**src/rtl/mem_port_arbiter.sv**
```systemverilog
// Two-master arbiter for memory port A: combinational grant, atomic lock,
// and tagged read-data return after the fixed memory read latency.
module mem_port_arbiter #(
    parameter int unsigned ADDR_WIDTH    = 32,
    parameter int unsigned DATA_WIDTH    = 32,
    parameter int unsigned READ_LATENCY  = 1,
    parameter int unsigned PRIORITY_MODE = 0
) (
    input  logic                      clk,
    input  logic                      reset,
    input  logic                      m0_req,
    input  logic [DATA_WIDTH/8-1:0]   m0_we,
    input  logic [ADDR_WIDTH-1:0]     m0_addr,
    input  logic [DATA_WIDTH-1:0]     m0_wdata,
    input  logic                      m0_lock,
    output logic                      m0_gnt,
    output logic                      m0_rvalid,
    output logic [DATA_WIDTH-1:0]     m0_rdata,
    input  logic                      m1_req,
    input  logic [DATA_WIDTH/8-1:0]   m1_we,
    input  logic [ADDR_WIDTH-1:0]     m1_addr,
    input  logic [DATA_WIDTH-1:0]     m1_wdata,
    input  logic                      m1_lock,
    output logic                      m1_gnt,
    output logic                      m1_rvalid,
    output logic [DATA_WIDTH-1:0]     m1_rdata,
    output logic                      mem_en,
    output logic [DATA_WIDTH/8-1:0]   mem_we,
    output logic [ADDR_WIDTH-1:0]     mem_addr,
    output logic [DATA_WIDTH-1:0]     mem_din,
    input  logic [DATA_WIDTH-1:0]     mem_dout,
    output logic [31:0]               conflict_count
);

    localparam int unsigned BE_WIDTH = DATA_WIDTH / 8;

    logic                    lock_valid;
    logic                    lock_owner;
    logic                    last_grant;
    logic [READ_LATENCY-1:0] pipe_valid;
    logic [READ_LATENCY-1:0] pipe_id;
    logic [DATA_WIDTH-1:0]   rdata0_q;
    logic [DATA_WIDTH-1:0]   rdata1_q;
    logic [31:0]             count_q;
    logic                    accept_read;
    logic                    conflict;
    logic                    tail_valid;
    logic                    tail_id;

    // Grant selection: lock owner first, then priority / round-robin on conflict.
    always_comb begin
        m0_gnt = 1'b0;
        m1_gnt = 1'b0;
        if (!reset) begin
            if (lock_valid) begin
                m0_gnt = m0_req & ~lock_owner;
                m1_gnt = m1_req & lock_owner;
            end else if (m0_req && m1_req) begin
                if (PRIORITY_MODE != 0 || last_grant) begin
                    m0_gnt = 1'b1;
                end else begin
                    m1_gnt = 1'b1;
                end
            end else begin
                m0_gnt = m0_req;
                m1_gnt = m1_req;
            end
        end
    end

    // Memory port mux; idle port drives zeros.
    always_comb begin
        mem_en   = m0_gnt | m1_gnt;
        mem_we   = BE_WIDTH'(0);
        mem_addr = ADDR_WIDTH'(0);
        mem_din  = DATA_WIDTH'(0);
        if (m0_gnt) begin
            mem_we   = m0_we;
            mem_addr = m0_addr;
            mem_din  = m0_wdata;
        end else if (m1_gnt) begin
            mem_we   = m1_we;
            mem_addr = m1_addr;
            mem_din  = m1_wdata;
        end
    end

    assign accept_read = mem_en & (mem_we == BE_WIDTH'(0));
    assign conflict    = ~reset & ((m0_req & m1_req) |
                                   (lock_valid & (lock_owner ? m0_req : m1_req)));
    assign tail_valid  = pipe_valid[READ_LATENCY-1];
    assign tail_id     = pipe_id[READ_LATENCY-1];

    always_comb begin
        m0_rvalid = ~reset & tail_valid & ~tail_id;
        m1_rvalid = ~reset & tail_valid & tail_id;
        m0_rdata  = reset ? DATA_WIDTH'(0) : (m0_rvalid ? mem_dout : rdata0_q);
        m1_rdata  = reset ? DATA_WIDTH'(0) : (m1_rvalid ? mem_dout : rdata1_q);
    end

    assign conflict_count = count_q;

    always_ff @(posedge clk) begin
        if (reset) begin
            lock_valid <= 1'b0;
            lock_owner <= 1'b0;
            last_grant <= 1'b1;
            pipe_valid <= '0;
            pipe_id    <= '0;
            rdata0_q   <= '0;
            rdata1_q   <= '0;
            count_q    <= 32'd0;
        end else begin
            if (mem_en) begin
                last_grant <= m1_gnt;
            end
            // Lock release has priority; owner keeps the port until its lock drops.
            if (lock_valid && !(lock_owner ? m1_lock : m0_lock)) begin
                lock_valid <= 1'b0;
            end else if (m0_gnt && m0_lock) begin
                lock_valid <= 1'b1;
                lock_owner <= 1'b0;
            end else if (m1_gnt && m1_lock) begin
                lock_valid <= 1'b1;
                lock_owner <= 1'b1;
            end
            for (int i = int'(READ_LATENCY) - 1; i > 0; i--) begin
                pipe_valid[i] <= pipe_valid[i-1];
                pipe_id[i]    <= pipe_id[i-1];
            end
            pipe_valid[0] <= accept_read;
            pipe_id[0]    <= m1_gnt;
            if (m0_rvalid) begin
                rdata0_q <= mem_dout;
            end
            if (m1_rvalid) begin
                rdata1_q <= mem_dout;
            end
            if (conflict && count_q != 32'hFFFF_FFFF) begin
                count_q <= count_q + 32'd1;
            end
        end
    end

endmodule

```
**config.mk**
```make
export PLATFORM = sky130hd
export DESIGN_NAME = mem_port_arbiter
export DESIGN_NICKNAME = d
export VERILOG_FILES = /design/src/rtl/mem_port_arbiter.sv
export SDC_FILE = /design/constraint.sdc
export NUM_CORES = 1
export LEC_CHECK = 0
export BUFFER_PORTS_ARGS = -buffer_cell sky130_fd_sc_hd__buf_2
export CAP_MARGIN = 0
export CORE_AREA = 2 2 135 137
export DETAILED_ROUTE_END_ITERATION = 12
export DIE_AREA = 0 0 137 139
export HOLD_SLACK_MARGIN = 0.1
export SLEW_MARGIN = 0
export SYNTH_ARGS = -nofsm -noshare
export SYNTH_HDL_FRONTEND = slang
export SYNTH_SLANG_ARGS = --single-unit
```
**constraint.sdc**
```tcl
create_clock -name clk -period 3.95 [get_ports clk]
set_input_delay 0.395 -clock clk [delete_from_list [all_inputs] [get_ports clk]]
set_output_delay 0.395 -clock clk [all_outputs]
set_load 0.02 [all_outputs]
```
==> results of run 1 <==
[critical path, cell delays in order, from the launching register on]
cell	delay, ns
dfxtp_1	0.37
inv_1	0.15
o21ai_0	0.19
a311oi_4	0.28
buf_4	0.52
a22o_1	0.38
buf_2	0.22
[routing by layer]
metal,track usage [%],routed length (um)
met3,9.174,2111
met5,0,10
met4,6.240,448
met2,29.80,8946
met1,25.91,8486
[how the worst max path moves through the flow]
stage | slack [ns] | cells after the start | end | startpoint
global placement | 1.28 | 7 | conflict_count[5]$_SDFFE_PP0P_ | conflict_count[0]$_SDFFE_PP0P_
global route | 0.81 | 7 | conflict_count[6]$_SDFFE_PP0P_ | conflict_count[0]$_SDFFE_PP0P_
finish | 1.06 | 6 | mem_din[15] | lock_valid$_SDFFE_PP0P_
detailed placement | 1.14 | 7 | conflict_count[6]$_SDFFE_PP0P_ | conflict_count[0]$_SDFFE_PP0P_
floorplan | 1.49 | 4 | mem_addr[22] | reset
CTS | 1.05 | 6 | mem_din[2] | lock_valid$_SDFFE_PP0P_
[flip-flops by register name, summed over array words and instances (netlist names)]
| register | count |
|---|---|
| lock_owner | 1 |
| pipe_id | 1 |
| rdata0_q | 32 |
| conflict_count | 32 |
| rdata1_q | 32 |
| lock_valid | 1 |
| pipe_valid | 1 |
| last_grant | 1 |
[power breakdown]
part	leakage (nW)	internal [mW]	switching (mW)	total (mW)
Combinational	2.52	0.178	0.277	0.455
Clock	0.141	0.459	0.419	0.878
Sequential	0.816	1.04	0.0137	1.05
[kinds of logic after synthesis]
group / synth area share (%)
and+or+nand+nor: 26.45
DFF: 42.69
buffers and inverters: 4.333
adders and majority gates: 0.2642
AOI/OAI and AO/OA: 24.15
muxes: 1.374
xor gates and xnor gates: 0.7399
[metrics by stage]
| step | utilization [%] | cells | worst slack, ns | hold slack, ns | instance area, um2 |
|---|---|---|---|---|---|
| after floorplan | - | 587 | 1.495 | 0.4916 | 4736 |
| after global placement | 37.93 | 1127 | 1.283 | 0.4581 | 6696 |
| after detailed placement | 37.93 | 1127 | 1.138 | 0.4608 | 6696 |
| after CTS | 39.57 | 1143 | 1.049 | 0.2394 | 6987 |
| after global routing | 39.64 | 1148 | 0.8086 | 0.2424 | 6999 |
| final | 39.64 | 1148 | 1.060 | 0.2600 | 6999 |
[cell usage in the layout, fill, tap and decap left out, types with 4 or more instances in the layout]
| cell type | Yosys | final |
|---|---|---|
| buf_2 | 2 | 342 |
| nand2_1 | 142 | 142 |
| dfxtp_1 | 101 | 101 |
| a22o_1 | 68 | 68 |
| nand3_1 | 48 | 48 |
| o21ai_0 | 44 | 44 |
| a21oi_1 | 22 | 22 |
| nor2_1 | 16 | 16 |
| o31ai_1 | 12 | 12 |
| buf_4 | 2 | 10 |
| inv_1 | 9 | 9 |
| nand4_1 | 9 | 9 |
| or4_1 | 9 | 9 |
| clkbuf_16 | 0 | 9 |
| or3_1 | 8 | 8 |
| nor4_1 | 6 | 6 |
| diode_2 | 0 | 5 |
| mux2_2 | 4 | 4 |
[cell type report]
class / instances / area [um2] / area share [%]
sequential: 101 / 2022 / 28.89
clock buffer: 11 / 242.7 / 3.468
clock inverter: 5 / 47.55 / 0.6793
timing repair buffer: 353 / 1807 / 25.81
antenna: 5 / 12.51 / 0.1788
inverter: 10 / 37.54 / 0.5363
tap: 229 / 286.5 / 4.094
multi-input combinational: 434 / 2544 / 36.34
==> metrics.md, run 1 <==
| Metric | Value |
|---|---|
| Filler cells | 1880 |
| Area leader, netlist | dfxtp_1 |
| Clk_lat worst skew | 0.35 ns |
| Worst hold stages | 3 |
| Synthesized cell area | 0.004736 mm2 |
| Total congestion overflow | 0 |
| Layout area overhead | 47.79% |
| Min Tclk post-route | between 2 and 3 ns |
| Register area share after synthesis | 42.69% |
| Largest net degree at the start of global routing | 66 |
| Hold buffer count at CTS | 0 |
| Ports | about 340 |
| Final Setup Violations | 0 |
| Lkg Pwr | ~3.5 nW |
| Initial antenna violation count | 7 |
| Via density per instance | approximately 5 |
| GRT Overall Usage | 20.09% |
| Worst hold start | mem_dout[0] |
| FFs w/ async S/R, synth | 0% |
| 1st-iter DRT viols | 329 |
| PortBufs | between 300 and 400 |
| Reg-to-Reg Start | conflict_count[0]$_SDFFE_PP0P_ |
| First-pass GRT wire length | approximately 29000 um |
| Top cell type's share of synthesized area | 42.69% |
| Post-synth top cells | nand2_1, dfxtp_1, a22o_1 |
| Reg2reg path depth | 7 |
| Slew @ Worst Pin | about 1.1 ns |
| Worst-path maximum fanout | between 50 and 60 |
| Clock Root Buffer | clkbuf_16 |
| RSZ-0062 raised after global routing | false |
| CORE AREA | 0.01766 mm2 |
| Sum Neg Setup Slack | 0 ns |
| Pwr per Cell Area | between 300 and 400 mW/mm2 |
| Reg clk slew, reported paths | 0.07 ns |
| CTS tree | done |
| Max Cap Viol | 0 |
| Ratio of cells with drive above 1 in the final layout | a little over two fifths |
| Ys Warns | 0 |
| Final period util | about three quarters |
| Worst Setup End Kind | output port |
| Avg Inst Size Synth | roughly 8.1 um2 |
| Critical Path RT | ~3.6 ns |
| Max Slew Vio Count | 0 |
| Pwr Total | roughly 2.4 mW |
| Clock Skew | between 0.008 and 0.009 ns |
| Chip width | between 100 and 150 um |
| Result of the run | finished, final reports clean |
| Drt total wl | around 20000 um |
| Starting Density | 26.82% |
| Most numerous cell in the Yosys netlist | nand2_1 |
| Reg2Reg Capture Point | conflict_count[6]$_SDFFE_PP0P_ |
| Residual DRC count | 0 |
| Vias | approximately 5600 |
| Number of global-route vias before repair | ~5300 |
| Pre-antenna DRT Iters | 4 |
| Post-cts sizing count | 0 |
| Final nets | between 1000 and 1500 |
| Peak supply drop | 0.2138 mV |
| Arr. time, crit path | 2.50 ns |
| Antenna Nets Post-Route | 0 |
| Setup Buffers After CTS | 0 |
| Syn_nets | approximately 760 |
| Critical path class | reg2out |
| Die Y-Extent | ~140 um |
| Worst min path class | in2reg |
| Post-Synthesis Cells | about 590 |
| Main flop type after synthesis | dfxtp_1 |
| Synthesis-stage register bit count | 101 |
| WL/cell | 17.42 um |
| Flop2flop setup slack | between 1 and 1.5 ns |
| Post-detail-place hpwl | around 15000 um |
| Achievable Freq | roughly 0.35 GHz |
| Synth area leaders | dfxtp_1, a22o_1, nand2_1 |
| CTS H-tree lvls | 3 |
| Die ar. | around 0.019 mm2 |
| CTS Buf Count | 9 |
| Worst Setup Start Kind | register |
| Hold EP | rdata1_q[0]$_DFF_P_ |
| Post-synth cell types | between 40 and 50 |
| EDFF count, synth | 0 |
| Clock Sinks | slightly above 100 |
| Deepest clock path buffer count | 2 |
| Hold Fails Final Rpt | 0 |
| Routability cong. | slightly above 0.8 |
| Site Rows | slightly below 50 |
| Max transition margin | 24.99% |
No activity file was read; power rests on OpenSTA's default activity.
==> run 2: changes to the inputs <==
- ABC_AREA: unset -> 1
- CORE_AREA: 2 2 135 137 -> 2 2 134 136
- DIE_AREA: 0 0 137 139 -> 0 0 136 138
- clock period: 3.95 -> 3 ns (I/O delays scaled with it)
==> run 2 against run 1 <==
Effect of this change:
- core utilization increased by 4.0 points
- sequential share of layout area shrank 2.5 points
- combinational power increased by 40%
- synthesized area increased by 15%
- flip-flop and latch count unchanged
- global-route usage is 3.6 points higher
- die area shrank 1.4%
- via count grew 17%
- non-clock buffer count down 5
- sequential power grew 33%
- routed wire length up 12%
==> metrics.md, run 2 <==
| Metric | Value |
|---|---|
| Worst Setup End Kind | output port (unchanged) |
| CTS tree | done (unchanged) |
| Most frequent cells in the layout | nand2_1, buf_2, dfxtp_1 (was buf_2, nand2_1, dfxtp_1) |
| Clock Root Buffer | clkbuf_16 (unchanged) |
| Core Util, Final | 43.63% (was 39.64%) |
| Final period util | a little over nine tenths |
| Worst min path class | in2reg (unchanged) |
| Vias | 6544 (was 5606) |
| Initial antenna violation count | 6 (was 7) |
| Worst Setup Start Kind | primary input (was register) |
| Max transition margin | 40.08% (was 24.99%) |
| CORE AREA | 0.01753 mm2 (was 0.01766 mm2) |
| Number of global-route vias before repair | 6102 (was 5261) |
| Clock Skew | 0.006792 ns (was 0.008658 ns) |
| FFs w/ async S/R, synth | 0% (unchanged) |
| Largest stage delay on the critical path | 0.72 ns (was 0.52 ns) |
| Post-synth top cells | nand2_1, dfxtp_1, o21ai_0 (was nand2_1, dfxtp_1, a22o_1) |
| Main flop type after synthesis | dfxtp_1 (unchanged) |
| Clk_lat worst skew | 0.35 ns (about the same) |
| Pwr per Cell Area | 442.7 mW/mm2 (was 341.1 mW/mm2) |
| GRT Overall Usage | 23.66% (was 20.09%) |
| Ratio of cells with drive above 1 in the final layout | 33.55% (was 42.45%) |
| Top cell type's share of synthesized area | 37.24% (was 42.69%) |
| Residual DRC count | 0 (unchanged) |
| Deepest clock path buffer count | 2 (unchanged) |
| Layout area overhead | 40.90% (was 47.79%) |
| Via density per instance | 4.544 (was 4.883) |
| Clock Sinks | 101 (unchanged) |
| Slowest CP cell | clkinv_2 (was buf_4) |
| Routability cong. | 0.8883 (was 0.8052) |
| Most numerous cell in the Yosys netlist | nand2_1 (unchanged) |
| Die Y-Extent | 138 um (was 139 um) |
| Chip width | 136 um (was 137 um) |
| Worst-path maximum fanout | 68 (was 56) |
| Cells after DPL | 1420 (was 1127) |
| Register area share after synthesis | 37.24% (was 42.69%) |
| Starting Density | 30.97% (was 26.82%) |
| Synthesized cell area | 0.005430 mm2 (was 0.004736 mm2) |
| Max Cap Viol | 0 (unchanged) |
| Sum Neg Setup Slack | 0 ns (unchanged) |
| Drt total wl | 22310 um (was 20000 um) |
| Commonest non-fill, non-tap cell in the layout | nand2_1 (was buf_2) |
| Syn_nets | 1060 (was 762) |
| Result of the run | finished, final reports clean (unchanged) |
| RSZ-0062 raised after global routing | false (unchanged) |
| Critical Path RT | 2.70 ns (was 3.56 ns) |
| WL/cell | 15.49 um (was 17.42 um) |
| Post-synth cell types | 31 (was 49) |
| Filler cells | 1942 (was 1880) |
| Largest net degree at the start of global routing | 69 (was 66) |
| Critical path class | in2out (was reg2out) |
| Ports | 343 (unchanged) |
| Area leader, netlist | dfxtp_1 (unchanged) |
| Final Non-Filler Cells | 1440 (was 1148) |
| Post-detail-place hpwl | 17950 um (was 15330 um) |
| Site Rows | 49 (unchanged) |
| Lkg Pwr | 3.931 nW (was 3.476 nW) |
| Arr. time, crit path | 2.52 ns (was 2.50 ns) |
| Crit-path cells | buf_2 > nor2_1 > nand3_1 > clkinv_2 > nand2_1 > nand2_1 > buf_2 (was inv_1 > o21ai_0 > a311oi_4 > buf_4 > a22o_1 > buf_2) |
| CTS Buf Count | 9 (unchanged) |
| Antenna Nets Post-Route | 0 (unchanged) |
| Post-Synthesis Cells | 885 (was 587) |
| Achievable Freq | ~0.35 GHz |
| EDFF count, synth | 0 (unchanged) |
| Peak supply drop | 0.3014 mV (was 0.2138 mV) |
| Final Setup Violations | 0 (unchanged) |
| Placement-stage cell area | 0.007293 mm2 (was 0.006696 mm2) |
| Max Slew Vio Count | 0 (unchanged) |
| Hold Fails Final Rpt | 0 (unchanged) |
| Avg Inst Size Synth | 6.136 um2 (was 8.068 um2) |
| Slew @ Worst Pin | 0.8987 ns (was 1.124 ns) |
| Total congestion overflow | 0 (unchanged) |
| Reg2reg path depth | 8 (was 7) |
| 1st-iter DRT viols | 448 (was 329) |
| CTS H-tree lvls | 3 (unchanged) |
| First-pass GRT wire length | 34220 um (was 29390 um) |
| Synth area leaders | dfxtp_1, nand2_1, o21ai_0 (was dfxtp_1, a22o_1, nand2_1) |
| Final instance area | 0.007651 mm2 (was 0.006999 mm2) |
| Final nets | 1377 (was 1084) |
| Worst hold stages | 3 (unchanged) |
| Die ar. | 0.01877 mm2 (was 0.01904 mm2) |
| Reg clk slew, reported paths | 0.07 ns (about the same) |
| Ys Warns | 0 (unchanged) |
| Min Tclk post-route | ~2.8 ns |
| Pre-antenna DRT Iters | 5 (was 4) |
| PortBufs | 342 (unchanged) |
| Synthesis-stage register bit count | 101 (unchanged) |
-- run 2: worst max-delay path, delay by kind of cell --
| kind | cells | cell delay [ns] |
|---|---|---|
| buffers and inverters | 3 | 1.40 |
| and+or+nand+nor | 4 | 0.76 |
-- run 2: cell families after synthesis --
logic type               count (synthesis)  synth area share, %
AND/OR/NAND/NOR                        589                43.43
flip-flops                             101                37.24
AO/OA/AOI/OAI                           99                10.37
buffers and inverters                   82                6.636
XOR/XNOR                                13                2.097
adder cells (fa/ha/maj)                  1               0.2304
-- run 2: repair_timing --
action                                  in CTS  in global routing
endpoints found under the setup margin       0                  1
hold buffers                                 0                  0
setup buffers                                0                  0
gates resized for setup                      0                  1
-- run 2: cell type report --
class                           count  area [um2]  share of cell area, %
Multi-Input combinational cell    702        3063                  40.03
Sequential cell                   101        2022                  26.43
Timing Repair Buffer              348        1769                  23.12
Tap cell                          229       286.5                  3.745
Clock buffer                        9       225.2                  2.944
Inverter                           40       153.9                  2.011
Clock inverter                      7       121.4                  1.586
Antenna cell                        4       10.01                 0.1308
-- run 2: stage by stage --
| step | hold WS [ns] | worst slack (ns) | power [mW] |
|---|---|---|---|
| after CTS | 0.1785 | 0.2225 | 3.432 |
| after floorplan | 0.4851 | 1.141 | 1.762 |
| after detailed placement | 0.4901 | 0.3459 | 2.066 |
| after global routing | 0.2107 | 0.01266 | 3.537 |
| final | 0.1937 | 0.1786 | 3.387 |
| after global placement | 0.4841 | 0.3536 | 2.064 |
-- run 2: worst paths after layout --
check / from / end / slack [ns]
worst max register to register: lock_valid$_SDFFE_PP0P_ / pipe_valid$_SDFF_PP0_ / 0.81
worst min register to register: rdata1_q[18]$_DFF_P_ / rdata1_q[18]$_DFF_P_ / 0.50
worst min-delay path: mem_dout[31] / rdata0_q[31]$_DFF_P_ / 0.19
worst max-delay path: reset / mem_addr[20] / 0.18
-- run 2: power breakdown --
| part | total (mW) | switching [mW] | internal, mW |
|---|---|---|---|
| clock | 1.35 | 0.532 | 0.820 |
| sequential | 1.40 | 0.0164 | 1.38 |
| combinational | 0.636 | 0.424 | 0.212 |
-- run 2: routing by layer --
layer  vias to the layer above  global-route usage (%)  wire length, um
met3                        37                   6.014             1519
met2                       230                   40.10            11060
met1                      2898                   27.93             8944
met5                         -                       0               13
met4                         2                   10.53              773
li1                       3377                       -                -
